File: src/rtl/event_buffer.sv
// event_buffer: frame FIFO between trigger capture and SPI readout.
// Each accepted trigger is packed into a 128-bit frame and queued. The oldest
// frame is presented on a registered output together with an active-low MCU
// interrupt. Optional build macro EVENT_BUFFER_DROP_TAG_EN puts the number of
// triggers dropped since the previous stored frame into frame bits [15:8].
// The reference counter input is named ref_counter because "ref" is a
// SystemVerilog keyword.
module event_buffer #(
  parameter int         DEPTH      = 8,
  parameter logic [7:0] START_BYTE = 8'h7E,
  parameter logic [7:0] END_BYTE   = 8'h7D
) (
  input  logic                     sampling_clk,
  input  logic                     reset,
  input  logic                     trig_valid,
  input  logic [15:0]              trigger_id,
  input  logic [63:0]              ref_counter,
  input  logic [23:0]              data_in,
  input  logic                     flush,
  input  logic                     frame_ack,
  output logic [127:0]             frame,
  output logic                     frame_valid,
  output logic                     interrupt,
  output logic [$clog2(DEPTH):0]   count,
  output logic [7:0]               drop_count
);

  localparam int              AW         = $clog2(DEPTH);
  localparam int              CW         = AW + 1;
  localparam logic [CW-1:0]   FULL_COUNT = CW'(DEPTH);
  localparam logic [127:0]    IDLE_FRAME = {START_BYTE, 112'h0, END_BYTE};

  logic [127:0] mem [DEPTH];
  logic [AW-1:0] wr_ptr;
  logic [AW-1:0] rd_ptr;
  logic          full;
  logic          empty;
  logic          pop;
  logic          wr_en;
  logic          drop;
  logic [7:0]    tag_bits;
  logic [127:0]  new_frame;

  assign full  = (count == FULL_COUNT);
  assign empty = (count == '0);

  // An ack only counts while a head is shown; flush overrides both ack and write.
  assign pop   = frame_ack & frame_valid & ~flush;
  assign wr_en = trig_valid & ~flush & (~full | pop);
  assign drop  = trig_valid & ~flush & full & ~pop;

`ifdef EVENT_BUFFER_DROP_TAG_EN
  logic [7:0] drop_tag;

  // Drops since the last stored frame; the stored frame carries the value, then it clears.
  always_ff @(posedge sampling_clk or posedge reset) begin
    if (reset) begin
      drop_tag <= 8'h00;
    end else if (wr_en) begin
      drop_tag <= 8'h00;
    end else if (drop && (drop_tag != 8'hFF)) begin
      drop_tag <= drop_tag + 8'h01;
    end
  end

  assign tag_bits = drop_tag;
`else
  assign tag_bits = 8'h00;
`endif

  assign new_frame = {START_BYTE, trigger_id, ref_counter, data_in, tag_bits, END_BYTE};

  // Frame storage; contents are don't-care after reset, so no reset term.
  always_ff @(posedge sampling_clk) begin
    if (wr_en) begin
      mem[wr_ptr] <= new_frame;
    end
  end

  // Pointers wrap naturally (DEPTH is a power of two); count tracks occupancy.
  always_ff @(posedge sampling_clk or posedge reset) begin
    if (reset) begin
      wr_ptr <= '0;
      rd_ptr <= '0;
      count  <= '0;
    end else if (flush) begin
      wr_ptr <= '0;
      rd_ptr <= '0;
      count  <= '0;
    end else begin
      if (wr_en) wr_ptr <= wr_ptr + AW'(1);
      if (pop)   rd_ptr <= rd_ptr + AW'(1);
      case ({wr_en, pop})
        2'b10:   count <= count + CW'(1);
        2'b01:   count <= count - CW'(1);
        default: count <= count;
      endcase
    end
  end

  // Saturating count of triggers lost to a full buffer; flush leaves it alone.
  always_ff @(posedge sampling_clk or posedge reset) begin
    if (reset) begin
      drop_count <= 8'h00;
    end else if (drop && (drop_count != 8'hFF)) begin
      drop_count <= drop_count + 8'h01;
    end
  end

  // Registered head frame: a pop or flush forces one idle cycle before the next head.
  always_ff @(posedge sampling_clk or posedge reset) begin
    if (reset) begin
      frame       <= IDLE_FRAME;
      frame_valid <= 1'b0;
      interrupt   <= 1'b1;
    end else if (flush || pop || empty) begin
      frame       <= IDLE_FRAME;
      frame_valid <= 1'b0;
      interrupt   <= 1'b1;
    end else begin
      frame       <= mem[rd_ptr];
      frame_valid <= 1'b1;
      interrupt   <= 1'b0;
    end
  end

endmodule

File: config.mk
export PLATFORM = sky130hd
export DESIGN_NAME = event_buffer
export DESIGN_NICKNAME = d
export VERILOG_FILES = /design/src/rtl/event_buffer.sv
export SDC_FILE = /design/constraint.sdc
export NUM_CORES = 1
export LEC_CHECK = 0
export CORE_MARGIN = 1
export CORE_UTILIZATION = 58
export DETAILED_ROUTE_END_ITERATION = 7
export GPL_TIMING_DRIVEN = 0
export PLACE_DENSITY = 0.83
export SLEW_MARGIN = 20
export SYNTH_ARGS = -nofsm -noshare
export SYNTH_HDL_FRONTEND = slang
export SYNTH_SLANG_ARGS = --single-unit
File: constraint.sdc
create_clock -name sampling_clk -period 10.3 [get_ports sampling_clk]
set_input_delay 2.575 -clock sampling_clk [delete_from_list [all_inputs] [get_ports sampling_clk]]
set_output_delay 2.575 -clock sampling_clk [all_outputs]
set_load 0.005 [all_outputs]
==> impl_metrics.yaml, run 1 <==
status:
  run_status: "finished clean"
floorplanning:
  fp.dieH_microns: 249
  std_cell_rows: 89
  die_area_sq_um: 61800
  die-width_microns: 249
  placeableCoreArea_sq_um: 59600
  design.portCount: 251
  floorplan.initialDensity: 0.592
pwr:
  power_density_nw_per_um2: 196
  peak_supply_drop_mv: 0.168
  power.internal_uw: 6650
  totalPowerFinal_uw: 8420
  clock_power_share: 0.410
  logic_gate_share_of_total_power: 0.073
  seq_power_share: 0.517
  sw_frac_of_total: 0.210
  power_leakage_uw: 0.0140
  power_switching_uw: 1770
sta:
  max_slew_margin: 0.300
  timing_max_transition_violations_final: 0
  final.hold.worst_slack_ns: 0.523
  timing.final.ws_setup_ns: 4.64
  rsz0062_at_grt: "false"
  fmaxAchievable_mhz: 177
  finalCritPeriodShare: 0.549
  worst_pin_slew_ns: 1.05
  final_setup_violation_count: 0
  period_needed_ns: 5.66
  finClkSkew_ns: 0.0257
  hold_viol: 0
clock_network:
  clock-root-buffer: "sky130_fd_sc_hd__clkbuf_16"
  post_cts_buffers: 0
  clock_sink_count: 956
  post_cts_resized: 0
  clkLatencyLatePin_ns: 0.66
  post_cts_hold_fix_bufs: 0
  cts_max_level: 3
  cts_inserted_buffers: 92
  cts.clk_slew.worst_paths_ns: 0.06
  clock_tree.buffer_depth: 3
  cts_tree: "built"
layout:
  fillCellCount: 3226
  finalCoreUtilization: 0.721
  mostFrequentLayoutCell: "sky130_fd_sc_hd__edfxtp_1"
  final_cell_mix: "sky130_fd_sc_hd__edfxtp_1, sky130_fd_sc_hd__clkdlybuf4s50_1, sky130_fd_sc_hd__mux4_2"
  nNetsFinal: 2064
  layout.cells.non_filler: 2809
  final_layout_size_suffix_gt1_frac: 0.219
  area_delta_synth_final_pct: 21.8
hold_path:
  min_path_type: "reg -> reg"
synth:
  synth_largest_type_area_fraction: 0.709
  yosysSeqAreaShare: 0.797
  synthDistinctLibCells: 42
  syn-instance-count: 1552
  async_reset_ff_frac: 0.130
  combinational_family_with_the_most_area_after_synthesis: "multiplexers"
  synth_edf_count: 832
  synth_compound_gate_area_share: 0.00234
  post_synth_and_or_nand_nor_area_fraction: 0.0182
  synth_area_leaders: "sky130_fd_sc_hd__edfxtp_1, sky130_fd_sc_hd__mux4_2, sky130_fd_sc_hd__dfrtp_1"
  synthAdderAreaFrac: 0.00178
  post-synth-top-area-cell: "sky130_fd_sc_hd__edfxtp_1"
  yosys_register_bits: 956
  post_synth_instance_area_sq_um: 35200
  dominant_synthesized_flop_cell: "sky130_fd_sc_hd__edfxtp_1"
  post_synth_xor_xnor_area: 0.00348
  yosys_warnings: 0
  post_synth.cell_area_avg_sq_um: 22.7
  muxShareOfSynthArea: 0.164
route:
  wire_per_inst_microns: 28.4
  detailroute.via_count: 17200
  vias_per_cell: 6.12
  drt_pre_antenna_iters: 5
  route.detailed.drc: 0
  postRouteAntennaNets: 0
  routed_wl_microns: 79800
  detail_route.iter0.violations: 1774
setup_path:
  crit_path_end_kind: "flop"
  worst-path-max-fanout: 12
  worstSetupStartpoint: "frame_ack"
  timing.reg2reg.setup_slack_ns: 6.68
  worst-endpoint-arrival_ns: 6.00
  reg2reg_to: "mem[1][58]"
  critical_path.endpoint: "mem[1][58]"
  cp_data_required_time_ns: 10.64
  criticalPathCategory: "in -> reg"
  critPathLaunchType: "input port"
  r2r_start: "frame_valid"
  r2r_cells: 10
flow_run:
  timing.max_cap.violations: 0
placed_design:
  finalWeightedCongestion: 0.748
  placement.io_buffers: 226
  post-dp-hpwl_microns: 47700
  preCtsSetupSlack_ns: 4.00
  numPlacedInstances: 2629
global_routing:
  grt_util_all_layers: 0.263
  grt_first_pass_wirelength_microns: 118000
  first_global_vias: 18400
  grt_max_degree: 88
  antenna_found_initial: 14
  grt-ovfl-total: 0
## logic make-up after synthesis
kind of cell | after synthesis
multiplexers | 316
XOR/XNOR | 14
buffers and inverters | 99
flip-flops | 956
AND/OR/NAND/NOR | 148
adder cells (fa/ha/maj) | 5
other | 2
AO/OA/AOI/OAI | 12
## worst min path at each step
stage / startpoint / depth (start not counted) / slack [ns] / end
final: drop_count[0] / 1 / 0.52 / drop_count[0]
after global placement: drop_count[7] / 1 / 0.48 / drop_count[7]
after floorplan: drop_count[7] / 1 / 0.48 / drop_count[7]
after detailed placement: drop_count[0] / 1 / 0.51 / drop_count[0]
after CTS: drop_count[0] / 1 / 0.53 / drop_count[0]
after global routing: drop_count[0] / 1 / 0.54 / drop_count[0]
## worst max-delay path, stage by stage
cell,delay [ns]
sky130_fd_sc_hd__clkdlybuf4s50_1,0.51
sky130_fd_sc_hd__and2_1,0.14
sky130_fd_sc_hd__clkbuf_1,0.35
sky130_fd_sc_hd__o21ai_0,0.32
sky130_fd_sc_hd__or3b_2,0.67
sky130_fd_sc_hd__nor3_4,0.42
sky130_fd_sc_hd__buf_8,0.24
sky130_fd_sc_hd__buf_6,0.22
sky130_fd_sc_hd__buf_8,0.19
sky130_fd_sc_hd__buf_6,0.17
sky130_fd_sc_hd__buf_8,0.16
## per-layer routing
metal  global-route usage  vias up  wire length [microns]
li1                     -     7109                      -
met1                0.335     9089                  30200
met2                0.448      812                  41400
met3               0.0490      164                   5380
met4                0.114       12                   2750
met5                    0        -                     78
## synthesized netlist by cell type, drive strengths merged (3+ instances only)
| cell | number |
|---|---|
| xor2 | 13 |
| buf | 66 |
| a21oi | 3 |
| clkbuf | 31 |
| edfxtp | 832 |
| dfrtp | 123 |
| mux4 | 208 |
| mux2i | 107 |
| ha | 5 |
| nand2 | 4 |
| nor3 | 3 |
| nor2 | 121 |
## metrics by stage
stage | TNS [ns] | area (sq um)
after floorplan | 0 | 35300
after global placement | -2541.33 | 38600
after detailed placement | 0 | 39800
after CTS | 0 | 42900
after global routing | 0 | 42900
final | 0 | 42900
## final cells by class
type,instances,area [sq um],share of cell area
Sequential cell,956,28100,0.654
Multi-Input combinational cell,519,6840,0.159
Timing Repair Buffer,282,3430,0.0800
Clock buffer,121,2560,0.0595
Tap cell,773,967,0.0225
Clock inverter,51,546,0.0127
Buffer,97,467,0.0109
Antenna cell,8,20.0,0.000466
Inverter,2,15.0,0.000350
## power by group through the flow
stage | combinational [uW] | clock, uW | sequential [uW]
6_report | 619 | 3450 | 4350
3_5_place_dp | 615 | 0 | 4430
2_1_floorplan | 296 | 0 | 4430
5_1_grt | 660 | 3630 | 4360
3_3_place_gp | 566 | 0 | 4440
4_1_cts | 626 | 3480 | 4360
## state kept, by name (all words and copies together), names as in the netlist
register     cells
drop_count       8
wr_ptr           3
interrupt        1
frame_valid      1
frame          104
count            4
mem            832
rd_ptr           3
No activity file was read; power rests on OpenSTA's default activity.
==> run 2: changes to the inputs <==
Settings changed: CORE_UTILIZATION 58 to 53, PLACE_DENSITY 0.83 to 0.8.
Clock period 10.3 ns to 4.7 ns, I/O delays scaled along.
==> run 2 against run 1 <==
Combinational power is 120% higher. Setup slack worse by 3.7 ns. First-iteration DRC count is 19% lower. Non-clock buffer count is 3 higher. Global-route usage is 3.3 points lower. Register-to-register slack worse by 5.5 ns. Sequential cell count stayed put. Clock skew is 0.0011 ns higher. Total power is 120% higher. Clock-buffer cell count is 14 higher. Hold slack worse by 0.013 ns. Core utilization is 6.6 points lower. Critical path type unchanged.
==> impl_metrics.yaml, run 2 (synthesis results as in run 1) <==
status:
  run_status: "finished clean"
floorplanning:
  design.portCount: 251
  floorplan.initialDensity: 0.536
  placeableCoreArea_sq_um: 65700
  fp.dieH_microns: 260
  die_area_sq_um: 67500
  std_cell_rows: 94
  die-width_microns: 260
route:
  vias_per_cell: 5.73
  wire_per_inst_microns: 26.1
  route.detailed.drc: 0
  postRouteAntennaNets: 0
  detailroute.via_count: 16600
  drt_pre_antenna_iters: 7
  detail_route.iter0.violations: 1445
  routed_wl_microns: 75800
layout:
  area_delta_synth_final_pct: 22.2
  layout_top_registers: "mem x832, frame x104, drop_count x8"
  final_layout_size_suffix_gt1_frac: 0.220
  mostFrequentLayoutCell: "sky130_fd_sc_hd__edfxtp_1"
  nNetsFinal: 2067
  final_cell_mix: "sky130_fd_sc_hd__edfxtp_1, sky130_fd_sc_hd__clkdlybuf4s50_1, sky130_fd_sc_hd__mux4_2"
  largest_register_ffs: 832
  largest-register: "mem"
  fillCellCount: 4105
  finalCoreUtilization: 0.655
clock_network:
  clock-root-buffer: "sky130_fd_sc_hd__clkbuf_16"
  cts.clk_slew.worst_paths_ns: 0.06
  clock_tree.buffer_depth: 3
  clock_sink_count: 956
  cts_tree: "built"
  cts_max_level: 3
  post_cts_buffers: 0
  post_cts_resized: 0
  cts_inserted_buffers: 92
  clkLatencyLatePin_ns: 0.65
  post_cts_hold_fix_bufs: 0
setup_path:
  r2r_start: "rd_ptr[1]"
  critPathLaunchType: "input port"
  crit_path_end_kind: "flop"
  criticalPathCategory: "in -> reg"
  worst-path-max-fanout: 12
  worstSetupStartpoint: "frame_ack"
  worst-endpoint-arrival_ns: 4.08
  cp_data_required_time_ns: 5.04
sta:
  tns_ns: 0
  timing_max_transition_violations_final: 0
  final.hold.worst_slack_ns: 0.511
  rsz0062_at_grt: "false"
  final_setup_violation_count: 0
  max_slew_margin: 0.280
  hold_viol: 0
  worst_pin_slew_ns: 1.08
  period_needed_ns: 3.73
  fmaxAchievable_mhz: 268
  finalCritPeriodShare: 0.795
  finClkSkew_ns: 0.0268
global_routing:
  antenna_found_initial: 16
  grtUsageMet2: 0.398
  grt_first_pass_wirelength_microns: 112000
  grt_max_degree: 65
  m1_gr_usage: 0.291
  busiest_layer: "met2"
  grt-ovfl-total: 0
  grt.met3_usage: 0.0492
  grt_util_all_layers: 0.230
  first_global_vias: 17500
pwr:
  power_density_nw_per_um2: 421
  peak_supply_drop_mv: 0.351
  power_leakage_uw: 0.0140
hold_path:
  min_path_type: "reg -> reg"
  hold_start: "drop_count[7]"
flow_run:
  timing.max_cap.violations: 0
placed_design:
  post-dp-hpwl_microns: 47600
  finalWeightedCongestion: 0.751
  placement.io_buffers: 226
run 2: cell types whose count changed in the layout (fill, tap and decap cells not counted), sizes merged:
cell | previous run | this run
clkbuf | 153 | 167
clkinv | 32 | 21
bufinv | 11 | 7
buf | 121 | 124
diode | 8 | 5
clkinvlp | 3 | 4
inv | 7 | 8
run 2: cell type report:
cell class,instances,area [sq um],area share
multi-input cells,519,6860,0.159
repair buffers,285,3550,0.0825
inverters,2,15.0,0.000349
clock inverters,38,413,0.00959
flip-flops and latches,956,28100,0.652
diodes,5,12.5,0.000291
plain buffers,97,478,0.0111
well taps,864,1080,0.0251
clock buffers,135,2560,0.0596
run 2: worst paths after layout:
kind	endpoint	slack, ns	depth (start not counted)
max in group asynchronous	frame[87]	2.97	3
setup reg to reg	frame[46]	1.22	6
hold / removal	drop_count[7]	0.51	1
min in group asynchronous	frame[29]	0.96	2
setup / recovery	mem[0][70]	0.97	11
hold reg to reg	drop_count[7]	0.51	1
run 2: metrics by stage:
step	setup slack, ns	total power [uW]	instances	area [sq um]
4_1_cts	0.919	18200	2896	43000
5_1_grt	0.872	18600	2899	43100
2_1_floorplan	-0.390	10400	1574	35400
3_3_place_gp	-3.68	11000	2664	38700
3_5_place_dp	0.281	11100	2723	40100
6_report	0.966	18100	2901	43100
run 2: report_power, final:
group / internal, uW / total, uW / switching, uW / leakage [uW]
Combinational: 685 / 1350 / 664 / 0.00335
Clock: 4190 / 7220 / 3030 / 0.00144
Sequential: 9460 / 9540 / 79.8 / 0.00920
Total: 14300 / 18100 / 3780 / 0.0140
run 2: per-layer routing:
metal | routed length, microns | up-vias
met3 | 5330 | 145
met4 | 1760 | 20
met1 | 28400 | 8714
li1 | - | 7117
met2 | 40100 | 640
met5 | 130 | -
run 2: critical path: stages:
cell,delay (ns)
sky130_fd_sc_hd__clkdlybuf4s50_1,0.51
sky130_fd_sc_hd__and2_4,0.15
sky130_fd_sc_hd__clkbuf_8,0.16
sky130_fd_sc_hd__o21ai_4,0.07
sky130_fd_sc_hd__or3_1,0.50
sky130_fd_sc_hd__nor3_4,0.58
sky130_fd_sc_hd__buf_8,0.24
sky130_fd_sc_hd__buf_6,0.17
sky130_fd_sc_hd__buf_8,0.18
sky130_fd_sc_hd__buf_16,0.16
sky130_fd_sc_hd__buf_8,0.15
